`src/rtl/cell_sample_collector_pkg.sv`:
```
// rtl/cell_sample_collector_pkg.sv - shared constants and FSM state type for the sample collector
package cell_sample_collector_pkg;

   localparam int LANES    = 4;

   localparam int SIGN_BIT = 31;
   localparam int EXP_MSB  = 30;
   localparam int EXP_LSB  = 23;
   localparam int MAN_MSB  = 22;

   localparam logic [7:0] EXP_ZERO = 8'h00;
   localparam logic [7:0] EXP_MAX  = 8'hFF;

   typedef enum logic {
      ST_FILL = 1'b0,
      ST_HOLD = 1'b1
   } state_e;

endpackage

```
`src/rtl/cell_sample_collector_fp_lane_check.sv`:
```
// rtl/cell_sample_collector_fp_lane_check.sv - flags single-precision words the adder cannot take as normal operands
import cell_sample_collector_pkg::*;

module fp_lane_check #(
   parameter int XLEN = 32
) (
   input  logic [XLEN-1:0] word_i,
   output logic            bad_o
);

   logic [7:0] exp_field;
   logic       unused_fields;

   assign exp_field = word_i[EXP_MSB:EXP_LSB];

   // zero/denormal and Inf/NaN both fall outside the adder's normal-operand assumption
   assign bad_o = (exp_field == EXP_ZERO) || (exp_field == EXP_MAX);

   assign unused_fields = ^{word_i[SIGN_BIT], word_i[MAN_MSB:0]};

endmodule

```
`src/rtl/cell_sample_collector.sv`:
```
// rtl/cell_sample_collector.sv - gathers four FP samples into a frame for the 4-input summing stage
import cell_sample_collector_pkg::*;

module cell_sample_collector #(
   parameter int XLEN  = 32,
   parameter int LANES = 4
) (
   input  logic             clk,
   input  logic             rst,
   input  logic             s_valid,
   output logic             s_ready,
   input  logic [XLEN-1:0]  s_data,
   input  logic             s_sop,
   output logic             m_valid,
   input  logic             m_ready,
   output logic [XLEN-1:0]  m_a,
   output logic [XLEN-1:0]  m_b,
   output logic [XLEN-1:0]  m_c,
   output logic [XLEN-1:0]  m_d,
   output logic [LANES-1:0] m_bad,
   output logic [7:0]       drop_cnt
);

   state_e             state_q, state_d;
   logic [1:0]         lane_q, lane_d;
   logic [XLEN-1:0]    fill_q [LANES];
   logic [XLEN-1:0]    fill_d [LANES];
   logic [LANES-1:0]   fill_bad_q, fill_bad_d;
   logic [XLEN-1:0]    out_q [LANES];
   logic [XLEN-1:0]    out_d [LANES];
   logic [LANES-1:0]   out_bad_q, out_bad_d;
   logic               m_valid_q, m_valid_d;
   logic [7:0]         drop_q, drop_d;

   logic               s_bad;
   logic               s_hs;
   logic               m_hs;

   fp_lane_check #(.XLEN(XLEN)) u_lane_check (
      .word_i (s_data),
      .bad_o  (s_bad)
   );

   assign s_ready = (state_q == ST_FILL) && !rst;
   assign s_hs    = s_valid && s_ready;
   assign m_hs    = m_valid_q && m_ready;

   always_comb begin
      state_d    = state_q;
      lane_d     = lane_q;
      fill_d     = fill_q;
      fill_bad_d = fill_bad_q;
      out_d      = out_q;
      out_bad_d  = out_bad_q;
      m_valid_d  = m_valid_q;
      drop_d     = drop_q;

      if (m_hs) begin
         m_valid_d = 1'b0;
      end

      case (state_q)
         ST_FILL: begin
            if (s_hs) begin
               if (s_sop && (lane_q != 2'd0)) begin
                  // restart: the partial frame is abandoned and this sample opens a new one
                  fill_d[0]     = s_data;
                  fill_bad_d[0] = s_bad;
                  lane_d        = 2'd1;
                  if (drop_q != 8'hFF) begin
                     drop_d = drop_q + 8'd1;
                  end
               end else begin
                  fill_d[lane_q]     = s_data;
                  fill_bad_d[lane_q] = s_bad;
                  if (lane_q == 2'd3) begin
                     lane_d = 2'd0;
                     if (!m_valid_q || m_ready) begin
                        out_d     = fill_d;
                        out_bad_d = fill_bad_d;
                        m_valid_d = 1'b1;
                     end else begin
                        state_d = ST_HOLD;
                     end
                  end else begin
                     lane_d = lane_q + 2'd1;
                  end
               end
            end
         end
         ST_HOLD: begin
            if (m_hs) begin
               out_d     = fill_q;
               out_bad_d = fill_bad_q;
               m_valid_d = 1'b1;
               state_d   = ST_FILL;
            end
         end
         default: begin
            state_d = ST_FILL;
         end
      endcase
   end

   always_ff @(posedge clk) begin
      if (rst) begin
         state_q    <= ST_FILL;
         lane_q     <= 2'd0;
         fill_q     <= '{default: '0};
         fill_bad_q <= '0;
         out_q      <= '{default: '0};
         out_bad_q  <= '0;
         m_valid_q  <= 1'b0;
         drop_q     <= 8'd0;
      end else begin
         state_q    <= state_d;
         lane_q     <= lane_d;
         fill_q     <= fill_d;
         fill_bad_q <= fill_bad_d;
         out_q      <= out_d;
         out_bad_q  <= out_bad_d;
         m_valid_q  <= m_valid_d;
         drop_q     <= drop_d;
      end
   end

   assign m_valid  = m_valid_q;
   assign m_a      = out_q[0];
   assign m_b      = out_q[1];
   assign m_c      = out_q[2];
   assign m_d      = out_q[3];
   assign m_bad    = out_bad_q;
   assign drop_cnt = drop_q;

endmodule

```
`config.mk`:
```
export PLATFORM = sky130hd
export DESIGN_NAME = cell_sample_collector
export DESIGN_NICKNAME = d
export VERILOG_FILES = /design/src/rtl/cell_sample_collector_pkg.sv /design/src/rtl/cell_sample_collector_fp_lane_check.sv /design/src/rtl/cell_sample_collector.sv
export SDC_FILE = /design/constraint.sdc
export NUM_CORES = 1
export LEC_CHECK = 0
export ABC_AREA = 1
export CAP_MARGIN = 10
export CORE_ASPECT_RATIO = 1.1
export CORE_MARGIN = 2
export CORE_UTILIZATION = 35
export DETAILED_ROUTE_END_ITERATION = 7
export PLACE_DENSITY = 0.63
export SLEW_MARGIN = 20
export SYNTH_ARGS = -nofsm -noshare
export SYNTH_HDL_FRONTEND = slang
export SYNTH_SLANG_ARGS = --single-unit
```
`constraint.sdc`:
```
create_clock -name clk -period 2.1 [get_ports clk]
set_input_delay 0.21 -clock clk [delete_from_list [all_inputs] [get_ports clk]]
set_output_delay 0.21 -clock clk [all_outputs]
set_load 0.02 [all_outputs]
```
==> results of run 1 <==
==> worst paths after layout <==
path	from	end	slack, ps
hold reg to reg	fill_q[77]$_SDFFE_PP0P_	fill_q[77]$_SDFFE_PP0P_	470
hold / removal	rst	lane_q[1]$_SDFFE_PP0P_	210
setup reg to reg	lane_q[1]$_SDFFE_PP0P_	fill_q[39]$_SDFFE_PP0P_	220
setup / recovery	state_q$_SDFF_PP0_	s_ready	160
==> report_power, final <==
| part | leakage [nW] | internal, W | switching, W | total, W |
|---|---|---|---|---|
| registers | 2.25 | 0.00547 | 0.0000658 | 0.00553 |
| logic | 3.35 | 0.000571 | 0.00110 | 0.00167 |
| clock network | 0.501 | 0.00322 | 0.00221 | 0.00543 |
==> layer usage <==
metal,up-vias,global-route usage [%],wire length [um]
met4,0,9.16,1870
met5,-,0,0
met2,393,34.6,19700
met1,5988,26.5,18400
met3,87,2.57,2400
li1,6581,-,-
==> state kept, by name (all words and copies together), names as in the netlist <==
name        count
drop_cnt        8
state_q         1
m_c            32
m_valid         1
fill_bad_q      4
m_bad           4
m_d            32
lane_q          2
m_a            32
fill_q        128
m_b            32
==> critical path, stage by stage, from the launching register on <==
cell and delay [ps]:
dfxtp_2 410, nor2_8 150, clkdlybuf4s50_1 610
==> final cells by class <==
class                   count  area (um2)
multi-input cells        1321        6290
well taps                 494         618
fillers                  3715       20700
clock inverters             8        93.8
repair buffers            231        2460
clock buffers              47         916
inverters                 151         577
flip-flops and latches    276        5530
==> placed cells by master, fill, tap and decap left out, types with 17 or more instances in the layout <==
cell type	netlist	routed
nor2_1	182	180
nand2_1	302	300
inv_1	148	146
dfxtp_1	276	274
buf_4	6	31
a21oi_1	239	239
o21ai_1	44	44
clkdlybuf4s50_1	0	177
buf_12	0	21
nand3_1	17	17
clkbuf_16	0	31
o21ai_0	476	476
o32ai_1	32	32
==> kinds of logic (layout without fill, tap and decap cells) <==
family,after synthesis,after routing,share of synthesized area (%)
fa+ha+maj,7,7,0.663
buf+inv,315,437,10.7
simple gates,514,514,15.3
flops,276,276,41.9
xor+xnor,5,5,0.332
compound gates,795,795,31.2
==> stage by stage <==
stage | utilization, % | std cells | hold WS, ps | setup WS, ps
floorplan | - | 1912 | 371 | 259
global placement | 41.6 | 2473 | 445 | 125
detailed placement | 41.6 | 2473 | 454 | 66.4
CTS | 44.3 | 2528 | 193 | 2.35
global route | 44.4 | 2528 | 232 | 69.5
finish | 44.4 | 2528 | 214 | 163
==> timing repair <==
item | in CTS | in global routing
resized for setup | 0 | 5
hold endpoints to repair | 0 | 0
endpoints found under the setup margin | 0 | 79
==> impl_metrics.py, run 1 <==
metrics = {
    "power": {
        "power_density_nw_per_um2": 767,
        "p_leak_nw": 6.09,
        "ir_drop_v": 0.000627,
        "p_total_w": 0.0126,
    },
    "floorplanning": {
        "die_area_um2": 39300,
        "die_h_um": 208,
        "ios": 179,
        "die_width_um": 189,
        "initial_core_util_pct": 35.6,
        "std_cell_rows": 74,
        "coreArea_um2": 37100,
    },
    "worst_setup_path": {
        "crit_path_max_fanout": 8,
        "arrival_ps": 1730,
        "cp.required_ps": 1890,
        "ff2ff_path_depth": 9,
        "cp-start-kind": "register",
        "worstSetupPathType": "register to output port",
        "end_kind": "output port",
    },
    "synthesis": {
        "synth_edf_count": 0,
        "yosysSeqAreaShare_pct": 41.9,
        "synth_common_cells": "o21ai_0, nand2_1, dfxtp_1",
        "ys.flop_type": "dfxtp_1",
        "synth_cell_types": 33,
        "synth_nets": 1956,
        "yosysTopAreaCell": "dfxtp_1",
        "async_flop_share_pct": 0,
        "synth_top_cell_area_share_pct": 41.9,
        "synthTopCellsByArea": "dfxtp_1, o21ai_0, a21oi_1",
        "synth.most_common_cell": "o21ai_0",
        "syn_area_um2": 13200,
        "synth_cells": 1912,
        "ys_ff_latch": 276,
        "yosysWarnings": 0,
        "synth.avg_cell_area_um2": 6.90,
    },
    "cells_and_area": {
        "diodes": 0,
        "fin_area_um2": 16500,
        "layout-drive-gt1-share_pct": 6.10,
        "nets": 2056,
        "area_growth_pct": 24.8,
    },
    "clock_network": {
        "clk_pin_slew_worst_paths_ps": 60,
        "cts_sinks": 276,
        "cts_buffers": 31,
        "root_buffer": "clkbuf_16",
        "cts_tree": "built",
        "cts.path.max_buffers": 3,
        "h-tree-depth": 1,
        "cts_hold_buffers": 0,
        "postCtsSetupBuffers": 0,
        "clock_latency_ps": 580,
    },
    "hold_path": {
        "hold_depth": 5,
        "hp-class": "primary input to register",
    },
    "timing": {
        "rsz0062_at_grt": "false",
        "period_minus_slack_ps": 1940,
        "tns_ps": 0,
        "slew_viol_final": 0,
        "period_share_pct": 92.2,
        "tightestPinTransition_ps": 603,
        "slew_headroom_pct": 59.7,
        "finClkSkew_ps": 21.6,
        "finalSetupViolations": 0,
        "fmax_mhz": 516,
        "hold_viol": 0,
    },
    "routing": {
        "wl_um": 42400,
        "drt_iter0_markers": 1021,
        "vias": 13000,
        "drc_errors": 0,
        "antenna_left": 0,
        "wire_per_inst_um": 16.8,
        "dr.pass1.iters": 6,
        "via_per_inst": 5.16,
    },
    "place": {
        "dpl_cell_area_um2": 15500,
        "io_buffers": 178,
        "hpwlAfterDp_um": 27300,
        "gp_congestion": 0.814,
    },
    "global_routing": {
        "antenna_found_initial": 0,
        "grt_pass1_vias": 11900,
        "grt_pass1_wl_um": 65100,
        "grt_max_degree": 130,
        "grt_use_total_pct": 20.7,
        "grt_overflow": 0,
    },
    "outcome": {
        "status": "completed",
    },
    "job": {
        "maxCapViolations": 0,
    },
}
Power figures use the tool's default switching activity.
==> run 2, diff against run 1 <==
--- a/config.mk
+++ b/config.mk
@@ -10,6 +10,7 @@
 export CORE_ASPECT_RATIO = 1.1
 export CORE_MARGIN = 2
 export CORE_UTILIZATION = 35
+export CTS_CLUSTER_SIZE = 40
 export DETAILED_ROUTE_END_ITERATION = 7
 export PLACE_DENSITY = 0.63
 export SLEW_MARGIN = 20
==> results of run 2 <==
No change in the layout: final DEF, timing and power equal those of run 1.
